`src/rtl/dmem_access_ctrl.sv`:
```
// dmem_access_ctrl
//
// Sequences one data-memory access per M-stage load/store over a
// req/gnt/rvalid handshake. The pipeline is held while the access is in
// flight, and loads return sign- or zero-extended data.
//
// State  | meaning
// -------+-------------------------------------------------------------
// IDLE   | no access in flight; an access in M is latched and stalls
// REQ    | dmem_req high, request fields frozen until dmem_gnt
// RESP   | load granted, waiting for dmem_rvalid
// DONE   | stall released for one cycle, result/status pulses valid
//
// Parameters
//   XLEN            data/address width (RV32I: 32)
//   TIMEOUT_CYCLES  cycles allowed in REQ+RESP before bus_err, 0 = no watchdog
//
// Optional feature: define DMEM_MISALIGN_TRAP_EN to trap misaligned
// half/word accesses (no bus request, misalign_m pulse). Without it the low
// address bits are force-aligned and misalign_m is tied low.
//
// Ports
//   clk, rst_n                      clock, synchronous active-low reset
//   mem_read_m, mem_write_m         M-stage load / store (store wins)
//   funct3_m, addr_m, wdata_m       access size/sign, byte address, rs2
//   stall_m                         pipeline hold, combinational
//   dmem_req/we/addr/be/wdata       request to data memory (registered)
//   dmem_gnt, dmem_rvalid, dmem_rdata  memory handshake and read data
//   load_data_m, load_valid         extended load result and its pulse
//   bus_err                         watchdog expiry pulse
//   misalign_m                      misaligned access pulse

module dmem_access_ctrl #(
    parameter int XLEN           = 32,
    parameter int TIMEOUT_CYCLES = 255
) (
    input  logic            clk,
    input  logic            rst_n,
    input  logic            mem_read_m,
    input  logic            mem_write_m,
    input  logic [2:0]      funct3_m,
    input  logic [XLEN-1:0] addr_m,
    input  logic [XLEN-1:0] wdata_m,
    output logic            stall_m,
    output logic            dmem_req,
    output logic            dmem_we,
    output logic [XLEN-1:0] dmem_addr,
    output logic [3:0]      dmem_be,
    output logic [XLEN-1:0] dmem_wdata,
    input  logic            dmem_gnt,
    input  logic            dmem_rvalid,
    input  logic [XLEN-1:0] dmem_rdata,
    output logic [XLEN-1:0] load_data_m,
    output logic            load_valid,
    output logic            bus_err,
    output logic            misalign_m
);

    localparam int WD_W = (TIMEOUT_CYCLES < 2) ? 1 : $clog2(TIMEOUT_CYCLES + 1);
    localparam logic [WD_W-1:0] WD_LAST =
        (TIMEOUT_CYCLES == 0) ? '0 : WD_W'(TIMEOUT_CYCLES - 1);

    typedef enum logic [1:0] {
        S_IDLE = 2'd0,
        S_REQ  = 2'd1,
        S_RESP = 2'd2,
        S_DONE = 2'd3
    } state_t;

    state_t          state_q;
    state_t          state_d;

    logic            access;
    logic            misaligned;
    logic [1:0]      off_eff;
    logic [3:0]      be_calc;
    logic [XLEN-1:0] wdata_calc;

    logic [2:0]      f3_q;
    logic [1:0]      off_q;
    logic [WD_W-1:0] wd_cnt;
    logic            wd_expired;

    logic            start_acc;
    logic            trap;
    logic            capture;
    logic            timeout;

    logic [7:0]      byte_sel;
    logic [15:0]     half_sel;
    logic [XLEN-1:0] ext_data;

    assign access = mem_read_m | mem_write_m;

`ifdef DMEM_MISALIGN_TRAP_EN
    assign misaligned = ((funct3_m[1:0] == 2'b01) && addr_m[0]) ||
                        (funct3_m[1] && (addr_m[1:0] != 2'b00));
`else
    assign misaligned = 1'b0;
`endif

    // Lane offset after forced alignment; for aligned accesses it is just
    // addr[1:0], so the trap build can share it.
    always_comb begin
        off_eff    = addr_m[1:0];
        be_calc    = 4'b1111;
        wdata_calc = wdata_m;
        case (funct3_m[1:0])
            2'b00: begin
                be_calc    = 4'b0001 << off_eff;
                wdata_calc = {4{wdata_m[7:0]}};
            end
            2'b01: begin
                off_eff    = {addr_m[1], 1'b0};
                be_calc    = 4'b0011 << off_eff;
                wdata_calc = {2{wdata_m[15:0]}};
            end
            default: begin
                off_eff    = 2'b00;
            end
        endcase
    end

    always_comb begin
        byte_sel = dmem_rdata[{off_q, 3'b000} +: 8];
        half_sel = off_q[1] ? dmem_rdata[31:16] : dmem_rdata[15:0];
        case (f3_q[1:0])
            2'b00:   ext_data = {{(XLEN-8){byte_sel[7] & ~f3_q[2]}}, byte_sel};
            2'b01:   ext_data = {{(XLEN-16){half_sel[15] & ~f3_q[2]}}, half_sel};
            default: ext_data = dmem_rdata;
        endcase
    end

    assign wd_expired = (TIMEOUT_CYCLES != 0) && (wd_cnt >= WD_LAST);

    always_ff @(posedge clk) begin
        if (!rst_n) begin
            state_q <= S_IDLE;
        end else begin
            state_q <= state_d;
        end
    end

    // A handshake completing in the last watchdog cycle wins over expiry.
    always_comb begin
        state_d   = state_q;
        stall_m   = 1'b0;
        start_acc = 1'b0;
        trap      = 1'b0;
        capture   = 1'b0;
        timeout   = 1'b0;
        case (state_q)
            S_IDLE: begin
                if (access) begin
                    stall_m = 1'b1;
                    if (misaligned) begin
                        trap    = 1'b1;
                        state_d = S_DONE;
                    end else begin
                        start_acc = 1'b1;
                        state_d   = S_REQ;
                    end
                end
            end
            S_REQ: begin
                stall_m = 1'b1;
                if (dmem_gnt) begin
                    state_d = dmem_we ? S_DONE : S_RESP;
                end else if (wd_expired) begin
                    timeout = 1'b1;
                    state_d = S_DONE;
                end
            end
            S_RESP: begin
                stall_m = 1'b1;
                if (dmem_rvalid) begin
                    capture = 1'b1;
                    state_d = S_DONE;
                end else if (wd_expired) begin
                    timeout = 1'b1;
                    state_d = S_DONE;
                end
            end
            S_DONE: begin
                state_d = S_IDLE;
            end
            default: begin
                state_d = S_IDLE;
            end
        endcase
        if (!rst_n) begin
            stall_m = 1'b0;
        end
    end

    always_ff @(posedge clk) begin
        if (!rst_n) begin
            dmem_req    <= 1'b0;
            dmem_we     <= 1'b0;
            dmem_addr   <= '0;
            dmem_be     <= 4'b0000;
            dmem_wdata  <= '0;
            f3_q        <= 3'b000;
            off_q       <= 2'b00;
            wd_cnt      <= '0;
            load_data_m <= '0;
            load_valid  <= 1'b0;
            bus_err     <= 1'b0;
        end else begin
            load_valid <= 1'b0;
            bus_err    <= 1'b0;

            if (start_acc) begin
                dmem_req   <= 1'b1;
                dmem_we    <= mem_write_m;
                dmem_addr  <= {addr_m[XLEN-1:2], 2'b00};
                dmem_be    <= be_calc;
                dmem_wdata <= wdata_calc;
                f3_q       <= funct3_m;
                off_q      <= off_eff;
                wd_cnt     <= '0;
            end else if ((state_q == S_REQ || state_q == S_RESP) && (wd_cnt != '1)) begin
                wd_cnt <= wd_cnt + 1'b1;
            end

            if (state_q == S_REQ && state_d != S_REQ) begin
                dmem_req <= 1'b0;
            end

            if (capture) begin
                load_data_m <= ext_data;
                load_valid  <= 1'b1;
            end

            if (timeout) begin
                load_data_m <= '0;
                bus_err     <= 1'b1;
            end

            if (trap) begin
                load_data_m <= '0;
            end
        end
    end

`ifdef DMEM_MISALIGN_TRAP_EN
    always_ff @(posedge clk) begin
        if (!rst_n) begin
            misalign_m <= 1'b0;
        end else begin
            misalign_m <= trap;
        end
    end
`else
    assign misalign_m = 1'b0;
`endif

endmodule

```
`config.mk`:
```
export PLATFORM = sky130hd
export DESIGN_NAME = dmem_access_ctrl
export DESIGN_NICKNAME = d
export VERILOG_FILES = /design/src/rtl/dmem_access_ctrl.sv
export SDC_FILE = /design/constraint.sdc
export NUM_CORES = 1
export LEC_CHECK = 0
export CORE_MARGIN = 8
export CORE_UTILIZATION = 44
export CTS_CLUSTER_DIAMETER = 150
export DETAILED_ROUTE_END_ITERATION = 8
export HOLD_SLACK_MARGIN = 0.05
export MAX_ROUTING_LAYER = met4
export PLACE_DENSITY = 0.81
export SYNTH_ARGS = -nofsm -noshare
export SYNTH_HDL_FRONTEND = slang
export SYNTH_SLANG_ARGS = --single-unit
```
`constraint.sdc`:
```
create_clock -name clk -period 2.8 [get_ports clk]
set_clock_uncertainty 0.2 [all_clocks]
set_input_delay 0.56 -clock clk [delete_from_list [all_inputs] [get_ports clk]]
set_output_delay 0.56 -clock clk [all_outputs]
set_load 0.02 [all_outputs]
```
==> impl_metrics.toml <==
[grt]
grtUsageTotal_pct = 24.1
grt_pass1_vias = 5700
use_met2_pct = 36.7
grt_busiest_layer = "met2"
grt_start_max_net_pins = 90
antenna_found_initial = 0
grt_util_met1_pct = 26.9
gr-total-overflow = 0
grt_pass1_wl_um = 29900
use_met3_pct = 10.9

[detailed_routing]
drt-wirelength-per-cell_um = 18.9
first_pass_iters = 5
drtAntennaViolNets = 0
vias = 5680
wirelength_um = 18800
drt_iter0_drc = 494
drc = 0
via_per_inst = 5.69

[power_and_ir_drop]
p_sw_share_pct = 36.1
p_switching_mw = 2.36
p_leak_nw = 3.06
p_seq_share_pct = 33.5
internal_power_mw = 4.18
pwr-share-clk_pct = 29.5
total_power_mw = 6.54
p_per_area_nw_per_um2 = 807
pwr-share-comb_pct = 37.0
peakVddDrop_uv = 531

[finish]
syn_to_final_growth_pct = 50.8
fill_cells = 940
regArea_um2 = 2340
antenna_cells = 0
fin_util_pct = 67.8
final_nets = 952
drive_above_1_share_pct = 7.63
multi_input_area_um2 = 2760

[synth]
synth-compound-area-share_pct = 24.4
netlist_area_um2 = 5370
async_flop_share_pct = 0
synth-simple-area-share_pct = 18.6
synth_fa_ha_area_share_pct = 1.86
synthesis.instances = 644
synth_top_family_by_area = "compound AO/OA/AOI/OAI gates"
seq_area_frac_synth_pct = 43.6
synthXorXnorAreaFrac_pct = 0.815
avgSynthCellArea_um2 = 8.34
synth_common_cells = "126 x nand2_1, 117 x dfxtp_1, 70 x a21oi_1"
synth_top_cell_area_share_pct = 43.6
synth-edff-count = 0
synth_top_area_cell = "dfxtp_1"
synth_mux_area_share_pct = 5.26
synthFlopType = "dfxtp_1"
synth.most_common_cell = "nand2_1"
synth_seq_cells = 117
yosysWarnings = 0
synth_area_leaders = "dfxtp_1 44%, nand2_1 8.8%, a21oi_1 6.5%, mux2i_1 4.8%, a211oi_1 3.5%"
yosysUniqueCellTypes = 52

[sta]
rsz0062_at_grt = "no"
clock.fmax_ghz = 0.388
tightest_slew_ns = 0.876
finalCritPeriodShare_pct = 92.1
period_minus_slack_ns = 2.58
hold_viol = 0
max_slew_margin_pct = 41.6
slew_viol_final = 0
final-setup-viol-count = 0

[setup_path]
crit_slowest_cell = "dfxtp_1"
ff2ff_path_depth = 7
path_cells = "inv_1 -> ha_1 -> o21a_2 -> nor2_1 -> nor3_1 -> clkbuf_2"
r2r-end = "dmem_req$_SDFFE_PP0P_"
cp_max_fo = 5
worstPathRequired_ns = 2.04
path_buf_inv = 2
crit_family = "buffers and inverters"
crit_type = "reg -> out"
crit_path_end_kind = "primary output"
r2r_setup_slack_ns = 0.43
timing.rr.start = "state_q[0]$_SDFF_PN0_"
cp_slowest_stage_delay_ns = 0.33
startpoint_type = "register"
cp_data_arrival_time_ns = 1.82

[clock_network]
cts_tree = "built"
clock_latency_ns = 0.41
htreeDepth = 4
clk_pin_slew_ns = 0.06
postCtsHoldBufs = 0
ctsLongestPathBuffers = 2
cts_made_buffers = 17
cts_root_buffer = "clkbuf_16"
cts.sinks = 117

[hold_path]
min_path_type = "reg -> reg"
hold_depth = 2
min_to = "dmem_addr[22]$_SDFFE_PN0P_"
min-delay-start = "dmem_addr[22]$_SDFFE_PN0P_"

[flow_run]
cap_violations = 0

[floorplanning]
num_rows = 40
dieWidth_um = 127
core_area_um2 = 12000
num_io_pins = 211
chipHeight_um = 127
die_area_um2 = 16000
start_util_pct = 44.9

[place]
hpwlAfterDp_um = 13800
gp_congestion = 0.893
io_buffers = 207

[status]
status = "finished clean"
[area by class of cell]
class	instances	share of cell area, %
clock buffer	19	5.47
clock inverter	13	1.07
inverter	13	0.602
multi-input combinational	460	34.1
sequential	117	28.9
tap	147	2.27
timing repair buffer	230	27.6
[power groups by stage]
stage / sequential (mW) / combinational (mW) / clock, mW
2_1_floorplan: 2.53 / 1.01 / 0
3_3_place_gp: 2.20 / 2.36 / 0
3_5_place_dp: 2.22 / 2.41 / 0
4_1_cts: 2.19 / 2.43 / 1.96
5_1_grt: 2.23 / 2.62 / 2.05
6_report: 2.19 / 2.42 / 1.93
[metrics by stage]
stage / cells / setup slack (ns) / setup TNS, ns / hold slack (ns) / instance area (um2)
3_3_place_gp: 967 / 0.0204 / 0 / 0.239 / 7580
6_report: 999 / 0.221 / 0 / 0.253 / 8100
4_1_cts: 999 / 0.0530 / 0 / 0.256 / 8110
2_1_floorplan: 646 / 0.277 / 0 / 0.265 / 5380
5_1_grt: 999 / 0.113 / 0 / 0.276 / 8100
3_5_place_dp: 967 / -0.0514 / -0.0514 / 0.248 / 7580
[state kept, by name (all words and copies together), names as in the netlist, 2 cells and up]
| signal | cells |
|---|---|
| dmem_addr | 30 |
| dmem_be | 4 |
| dmem_wdata | 32 |
| f3_q | 3 |
| load_data_m | 32 |
| off_q | 2 |
| state_q | 2 |
| wd_cnt | 8 |
[worst min-delay path, cell delays in order, from the launching register on]
cell     delay (ns)
dfxtp_1        0.30
nand2_1        0.05
a21oi_1        0.05
[placed cells by master, fill, tap and decap left out, types with 8 or more instances in the layout]
cell type | Yosys | final
ha_1 | 8 | 8
inv_1 | 11 | 11
clkdlybuf4s50_1 | 0 | 206
nor2_1 | 40 | 40
nand3_1 | 8 | 8
and2_1 | 17 | 17
clkbuf_16 | 0 | 17
o211ai_1 | 11 | 11
a21oi_1 | 70 | 70
a311oi_1 | 9 | 9
mux2i_1 | 26 | 26
dfxtp_1 | 117 | 117
o22ai_1 | 11 | 11
o221a_1 | 16 | 16
o21ai_0 | 22 | 22
a211oi_1 | 25 | 25
nand2_1 | 126 | 126
buf_4 | 3 | 23
[how the worst max path moves through the flow]
stage               depth (start not counted)      end  slack, ns                   from
CTS                                         6  stall_m       0.05  state_q[0]$_SDFF_PN0_
floorplan                                   7  stall_m       0.28  state_q[0]$_SDFF_PN0_
global placement                            5  stall_m       0.02            mem_write_m
detailed placement                          5  stall_m      -0.05            mem_write_m
finish                                      6  stall_m       0.22  state_q[0]$_SDFF_PN0_
global route                                6  stall_m       0.11  state_q[0]$_SDFF_PN0_
[metal layers]
layer  vias to the layer above  wire length, um
li1                       2684                -
met1                      2650             7620
met3                        40             2330
met5                         -                0
met2                       306             8450
met4                         0              433
[cell families (layout without fill, tap and decap cells)]
group                    count (synthesis)  count (layout)
AND/OR/NAND/NOR                        221             221
other                                    1               3
multiplexers                            27              27
flip-flops                             117             117
adder cells (fa/ha/maj)                  8               8
AO/OA/AOI/OAI                          196             196
buffers and inverters                   69             275
XOR/XNOR                                 5               5
[what timing repair did]
| action | 4_1_cts | 5_1_grt |
|---|---|---|
| setup buffers | 0 | 0 |
| setup endpoints to repair | 1 | 1 |
| gates resized for setup | 1 | 3 |
Note: power is estimated with default switching activity, not from simulation.
